File: src/rtl/ifid_latch.sv
// ifid_latch -- IF/ID pipeline register for the 16-bit RISC core.
//
// Captures the fetched instruction and its PC+2. Flush and stall are applied
// here. HALT is detected on capture and blocks further issue until a flush or
// reset. The latched opcode is pre-decoded into imm_out and ext_mode so the
// decode-stage sign extender can use them in the same cycle.
//
// Optional feature: define IFID_BUBBLE_CNT_EN to add the bubble_cnt output.
//
// Ports:
//   clk, rst        clock; synchronous active-high reset
//   instr_in        instruction from fetch (16)
//   pc_plus2_in     PC+2 from fetch (16)
//   valid_in        fetch output is a real instruction
//   stall           hold current contents
//   flush           squash current contents (overrides stall)
//   instr_out       latched instruction (16)
//   pc_plus2_out    latched PC+2 (16)
//   valid_out       instr_out is a real instruction
//   imm_out         instr_out[10:0]
//   ext_mode        sign-extension mode from the latched opcode
//                   (00 5b zero, 01 5b sign, 10 8b sign, 11 11b sign)
//   halted          HALT captured; issue suppressed
//   bubble_cnt      (IFID_BUBBLE_CNT_EN only) count of edges that load valid_out=0
module ifid_latch #(
  parameter logic [15:0] NOP_INSTR = 16'h0800,
  parameter logic [4:0]  HALT_OPC  = 5'b00000
) (
  input  logic        clk,
  input  logic        rst,
  input  logic [15:0] instr_in,
  input  logic [15:0] pc_plus2_in,
  input  logic        valid_in,
  input  logic        stall,
  input  logic        flush,
  output logic [15:0] instr_out,
  output logic [15:0] pc_plus2_out,
  output logic        valid_out,
  output logic [10:0] imm_out,
  output logic [1:0]  ext_mode,
`ifdef IFID_BUBBLE_CNT_EN
  output logic [15:0] bubble_cnt,
`endif
  output logic        halted
);

  logic [15:0] instr_q, instr_d;
  logic [15:0] pc_q, pc_d;
  logic        valid_q, valid_d;
  logic        halted_q, halted_d;
  // Set on every non-reset edge that loads valid_out=0 (never on a stall).
  logic        bubble_ld;

  // Priority below reset: flush > stall > halted > capture.
  always_comb begin
    instr_d   = instr_q;
    pc_d      = pc_q;
    valid_d   = valid_q;
    halted_d  = halted_q;
    bubble_ld = 1'b0;
    if (flush) begin
      // PC+2 is intentionally left alone on a flush.
      instr_d   = NOP_INSTR;
      valid_d   = 1'b0;
      halted_d  = 1'b0;
      bubble_ld = 1'b1;
    end else if (stall) begin
      // hold everything, halted included
    end else if (halted_q) begin
      instr_d   = NOP_INSTR;
      valid_d   = 1'b0;
      bubble_ld = 1'b1;
    end else begin
      instr_d   = instr_in;
      pc_d      = pc_plus2_in;
      valid_d   = valid_in;
      // HALT stays visible for this cycle; issue is suppressed from the next edge.
      halted_d  = valid_in && (instr_in[15:11] == HALT_OPC);
      bubble_ld = !valid_in;
    end
  end

  always_ff @(posedge clk) begin
    if (rst) begin
      instr_q  <= NOP_INSTR;
      pc_q     <= 16'h0000;
      valid_q  <= 1'b0;
      halted_q <= 1'b0;
    end else begin
      instr_q  <= instr_d;
      pc_q     <= pc_d;
      valid_q  <= valid_d;
      halted_q <= halted_d;
    end
  end

`ifdef IFID_BUBBLE_CNT_EN
  logic [15:0] bubble_q, bubble_d;

  // Wraps naturally at 16'hFFFF -> 0.
  assign bubble_d = bubble_ld ? bubble_q + 16'd1 : bubble_q;

  always_ff @(posedge clk) begin
    if (rst) bubble_q <= 16'h0000;
    else     bubble_q <= bubble_d;
  end

  assign bubble_cnt = bubble_q;
`else
  logic unused_bubble;
  assign unused_bubble = bubble_ld;
`endif

  // Decode from the latched word only; valid_out plays no part.
  always_comb begin
    unique case (instr_q[15:11])
      5'b01000, 5'b01001,
      5'b10000, 5'b10001, 5'b10011:            ext_mode = 2'b01;
      5'b01100, 5'b01101, 5'b01110, 5'b01111,
      5'b11000, 5'b10010,
      5'b00101, 5'b00111:                      ext_mode = 2'b10;
      5'b00100, 5'b00110:                      ext_mode = 2'b11;
      // XORI, ANDNI, shift/rotate immediates and everything else
      default:                                 ext_mode = 2'b00;
    endcase
  end

  assign instr_out    = instr_q;
  assign pc_plus2_out = pc_q;
  assign valid_out    = valid_q;
  assign halted       = halted_q;
  assign imm_out      = instr_q[10:0];

endmodule

File: config.mk
export PLATFORM = sky130hd
export DESIGN_NAME = ifid_latch
export DESIGN_NICKNAME = d
export VERILOG_FILES = /design/src/rtl/ifid_latch.sv
export SDC_FILE = /design/constraint.sdc
export NUM_CORES = 1
export LEC_CHECK = 0
export CORE_UTILIZATION = 41
export DETAILED_ROUTE_END_ITERATION = 12
export GPL_TIMING_DRIVEN = 0
export PLACE_DENSITY_LB_ADDON = 0.25
export SYNTH_ARGS = -nofsm -noshare
export SYNTH_HDL_FRONTEND = slang
export SYNTH_SLANG_ARGS = --single-unit
File: constraint.sdc
create_clock -name clk -period 2.2 [get_ports clk]
set_input_delay 0.44 -clock clk [delete_from_list [all_inputs] [get_ports clk]]
set_output_delay 0.44 -clock clk [all_outputs]
set_load 0.01 [all_outputs]
==> After elaboration in Yosys (flattened, before gate mapping) <==
Memory sizes are Yosys's and may differ from the RTL's. A register that Yosys moved wholly into a read port is not among the register bits.
Cells that the tools add are included.
{ "totals": {"regBits": 34, "romBits": 64, "input_bits": 37, "output_inout_bits": 47, "word_cells": 17, "mem_count": 1} }
{ "memory_table": {"columns": ["memory", "depth", "word_bits", "read_ports", "rd_ports_with_merged_regs", "wr", "line", "source"], "rows": [
  ["(name not given)", 32, 2, 1, 1, 0, "116", "unique case (instr_q[15:11])"]
]} }
{ "classes": {"n_mux": 5, "n_bitwise": 3, "reduce_logical": 4} }
{ "ops": {"columns": ["cell", "count"], "rows": [
  ["2-to-1 mux 16 bit", 1],
  ["2-to-1 mux 5 bit", 2],
  ["zero test 5 bit", 1],
  ["NOT 1 bit", 3],
  ["AND reduction 3 bit", 1],
  ["2-to-1 mux 1 bit", 2],
  ["OR reduction 2 bit", 1],
  ["logical AND 1 bit", 1]
]} }

==> Longest topological paths before layout <==
{ "depth": {"word_depth": 3, "mapped_depth": 6, "depth_no_buf": 4} }

==> Worst setup path after synthesis <==
No wires, ideal clock.
{ "synth_path": {"path_type": "input to register", "from": "input port stall", "to": "register ext_mode[0] (netlist name)", "setup_ns": 0.075, "arrival_ns": 1.337, "t_required_ns": 2.125, "path_slack_ns": 0.788, "path_stages": 5, "n_path_buf": 1, "path_cell_list": "buf_6 or3b_4 a21oi_4 a2bb2oi_2 a22oi_2"} }
{ "synth_between": {"elab_chain_cells": 2} }
{ "synth_rtl": {"columns": ["element", "line", "source"], "rows": [
  ["from (decl)", "34", "input logic stall,"],
  ["2-to-1 mux 5 bit (no source line) (2 in series)", null, null]
]} }
Every way passes these cells.
A chain may end at the register's enable or synchronous reset.

==> Worst setup path after layout <==
{ "layout_path": {"from": "register instr_q[3], in the netlist instr_out[3]", "to": "output port instr_out[3]"} }
{ "layout_lines": {"columns": ["element", "line", "source"], "rows": [
  ["from (decl)", "47", "logic [15:0] instr_q, instr_d;"],
  ["from (signal assigned)", "90", "instr_q <= instr_d;"],
  ["to (decl)", "36", "output logic [15:0] instr_out,"]
]} }
No word-level cell between the ends.

==> results by stage <==
Hold path:
- The worst hold path was traced through 2 stages.
- The type of the most critical hold path is in -> reg.

Timing:
- Static timing analysis puts the maximum clock frequency at 557 MHz.
- For the final database, setup skew stands at 0.00896 ns.
- The slew at the pin with the worst max-slew slack is 0.421 ns.
- The count of endpoints failing hold in the final timing report is 0.
- The total setup violations reported at the end of the flow is 0.
- The share of the clock period used by the worst path is 81.6%.
- The number of slew-limit violations in the final report came to 0.
- Setup repair after global routing left no endpoint under its margin.
- The aggregate negative setup slack is 0 ns.
- The headroom to the max-slew limit is 71.9%.
- The worst path needs 1.79 ns of the cycle, external delays included.

Worst setup path:
- The launching element type of the critical path is a register.
- STA puts the critical path data arrival time at 1.35 ns.
- On the critical path, the stage with the largest delay is an instance of sky130_fd_sc_hd__clkdlybuf4s50_1.
- The critical path in this run is classified as reg -> out.
- In this run the worst path has a maximum fanout of 3.
- The signal on the critical path passes through buf_4 > clkdlybuf4s50_1.
- The endpoint required time on the critical path is 1.76 ns.
- The gate family responsible for the most delay along the worst path is buffers and inverters.
- The buffer and inverter count on the worst path is 2.
- The depth of the worst register-to-register path is 6.
- The worst setup path is captured at an output port.
- The number of cells on the critical path is 2.
- In this design, the stage delay of the slowest critical-path cell is 0.52 ns.

Floorplanning:
- The die covers 3860 sq um.
- 84 I/O pins were placed.
- In this run the core area contains 21 standard-cell rows.
- The initial utilization of the core area, before any placement, comes to 43.7%.
- The die is 62.1 microns tall.
- Measured along the x axis, the die boundary spans 62.1 microns.
- The area of the core is 3390 sq um.

Clocking:
- Clock latency on the worst-skew pair, taken at its later pin, is 0.34 ns.
- In this run, post-CTS hold repair placed 0 buffers.
- The maximum number of buffers from clock root to sink is 2.
- The total CTS buffers is 5.
- The clock root buffer is sky130_fd_sc_hd__clkbuf_4.
- The count of H-tree levels built during CTS is 2.
- The total number of clock tree sinks is 36.
- The number of gates resized after cts is 0.
- The number of setup buffers added after CTS is 0.
- The clock transition at the registers of the reported paths is 0.11 ns.
- TritonCTS built the clock tree.

Yosys:
- The area share of the largest cell type after synthesis is 48.6%.
- The synthesized area per cell is 8.82 sq um.
- For this run, asynchronously set or reset flops after synthesis account for 0%.
- The register bit total from synthesis is 36.
- After synthesis, the most frequently instantiated cells are sky130_fd_sc_hd__dfxtp_1 (36), sky130_fd_sc_hd__nand2_1 (35), sky130_fd_sc_hd__a21oi_1 (17), sky130_fd_sc_hd__nor2_1 (17), sky130_fd_sc_hd__a22oi_1 (14).
- The Yosys step of the flow raised 0 warnings.
- Yosys instantiated no cell more often than sky130_fd_sc_hd__dfxtp_1.
- The post-synthesis cell type with the largest combined area is sky130_fd_sc_hd__dfxtp_1.
- Summing every instance area after synthesis gives 1480 sq um.
- The gate count of the mapped netlist is 168.
- Yosys mapped the design onto 34 distinct sky130hd cell types.
- Sequential elements use 48.6% of the synthesized area.
- By area the synthesized netlist is led by sky130_fd_sc_hd__dfxtp_1 (49%), sky130_fd_sc_hd__nand2_1 (8.9%), sky130_fd_sc_hd__a22oi_1 (7.1%), sky130_fd_sc_hd__a21oi_1 (5.7%), sky130_fd_sc_hd__buf_4 (5.6%).
- The number of nets in the synthesized netlist is 205.
- The number of enable-type register cells in the synthesized netlist is 0.
- In the synthesized netlist the dominant register cell turns out to be sky130_fd_sc_hd__dfxtp_1.

GRT:
- The global routing usage summed across all routing layers is 19.1%.
- The number of global-route vias before repair came to 1291.
- The global-route wire length before repair is 5.87 mm.
- Entering global routing, the biggest net connects 12 pins.
- The initial antenna violation count is 0.
- Global routing finished with a remaining overflow of 0.

Pwr:
- The clock share of power is 32.6%.
- The peak supply drop is 472 uV.
- In this run the power spent charging and discharging nets is 326 uW.
- Net switching is 23.5% of the power.
- Summed over all cells, the static leakage comes to 0.919 nW.
- The sequential power share is 49.5%.
- The share of power burned in combinational logic is 17.8%.
- The ratio of total power to cell area is 571 nW/um^2.
- The internal power component is 1.07 mW.

Detailed routing:
- Using the TritonRoute via totals, the vias-per-cell ratio works out to 4.74.
- The via total after detailed routing is 1442.
- Once detail routing completed, the nets flagged for antenna violations numbered 0.
- The final layout contains routed wiring with a total length of 3.42 mm.
- In the final routed layout, each cell accounts on average for 11.2 microns.
- In the routed design, unresolved DRC markers number 0.
- The first-iteration detailed-routing DRC count is 62.
- For this run, the detailed router's first-pass iteration total came to 4.

Cells and area:
- The total of fill cells in the finished design is 280.
- At the end of the flow, the number of nets in the layout was 294.
- The share of cells above drive strength 1 is 12.8%.
- The synthesis-to-finish area growth is 64.4%.
- The utilization of the core after routing is 71.9%.
- The antenna diode count is 0.

Run:
- The tool flagged a number of max-cap violations equal to 0.

Status:
- The flow ran to the end, and the final reports show no timing, DRC or antenna violations.

Placed design:
- The estimated wirelength of the detail-placed design is 2.63 mm.
- The congestion estimate from routability-driven global placement came to 0.803.
- The count of buffers added on input and output ports is 82.
==> metal layers <==
metal  GRT usage, %  vias up  routed length (microns)
met2           30.6       57                     1540
met5              0        -                        0
met1           23.5      636                     1580
li1               -      743                        -
met4           6.10        0                       41
met3           7.35        6                      257
==> power groups by stage <==
| stage | clock [mW] | sequential (mW) | combinational [mW] |
|---|---|---|---|
| 4_1_cts | 0.466 | 0.690 | 0.251 |
| 3_5_place_dp | 0 | 0.705 | 0.249 |
| 6_report | 0.454 | 0.690 | 0.248 |
| 2_1_floorplan | 0 | 0.716 | 0.0944 |
| 3_3_place_gp | 0 | 0.704 | 0.248 |
| 5_1_grt | 0.502 | 0.694 | 0.269 |
==> sequential cells by signal, indices dropped and copies added (netlist names) <==
name          flops
pc_plus2_out     16
ext_mode          2
instr_out        16
valid_out         1
halted            1
==> through the flow <==
| stage | hold slack [ns] | cells | cell area, sq um | power (mW) | worst slack, ns |
|---|---|---|---|---|---|
| after floorplan | 0.481 | 168 | 1480 | 0.811 | 0.788 |
| after global placement | 0.442 | 296 | 2360 | 0.952 | 0.190 |
| after detailed placement | 0.446 | 296 | 2360 | 0.954 | 0.167 |
| after CTS | 0.332 | 304 | 2440 | 1.41 | 0.407 |
| after global routing | 0.325 | 304 | 2440 | 1.46 | 0.334 |
| final | 0.343 | 304 | 2440 | 1.39 | 0.406 |
==> path summary, 6_finish.rpt <==
check | start | end | slack (ns)
worst max-delay path | instr_out[3]$_SDFFE_PP0N_ | instr_out[3] | 0.41
worst min-delay path | rst | pc_plus2_out[5]$_SDFFE_PP0P_ | 0.34
worst max register to register | halted$_SDFFE_PP0N_ | pc_plus2_out[11]$_SDFFE_PP0P_ | 0.70
worst min register to register | pc_plus2_out[4]$_SDFFE_PP0P_ | pc_plus2_out[4]$_SDFFE_PP0P_ | 0.46
==> cells in the final DEF (no fill, tap or decap), types with 2 or more instances in the layout <==
master and count:
sky130_fd_sc_hd__buf_2 5, sky130_fd_sc_hd__clkbuf_1 6, sky130_fd_sc_hd__a21oi_1 17, sky130_fd_sc_hd__clkdlybuf4s50_1 82
sky130_fd_sc_hd__nand2_1 35, sky130_fd_sc_hd__buf_6 2, sky130_fd_sc_hd__buf_4 11, sky130_fd_sc_hd__clkbuf_4 5
sky130_fd_sc_hd__a22oi_1 14, sky130_fd_sc_hd__nor2_1 17, sky130_fd_sc_hd__nor4_1 2, sky130_fd_sc_hd__dfxtp_1 36
==> logic make-up after synthesis <==
| logic type | count (synthesis) | share of synthesized area [%] |
|---|---|---|
| simple gates | 65 | 20.5 |
| compound gates | 42 | 19.8 |
| flops | 36 | 48.6 |
| buf+inv | 24 | 10.3 |
| mux | 1 | 0.676 |
==> cell type report <==
type	count	area [sq um]	area share (%)
clock buffer	6	41.3	1.69
buffer	23	149	6.11
sequential	36	721	29.6
inverter	1	3.75	0.154
timing repair buffer	82	821	33.7
multi-input combinational	108	608	25.0
tap	46	57.6	2.36
clock inverter	2	35.0	1.44
No activity file was read; power rests on OpenSTA's default activity.
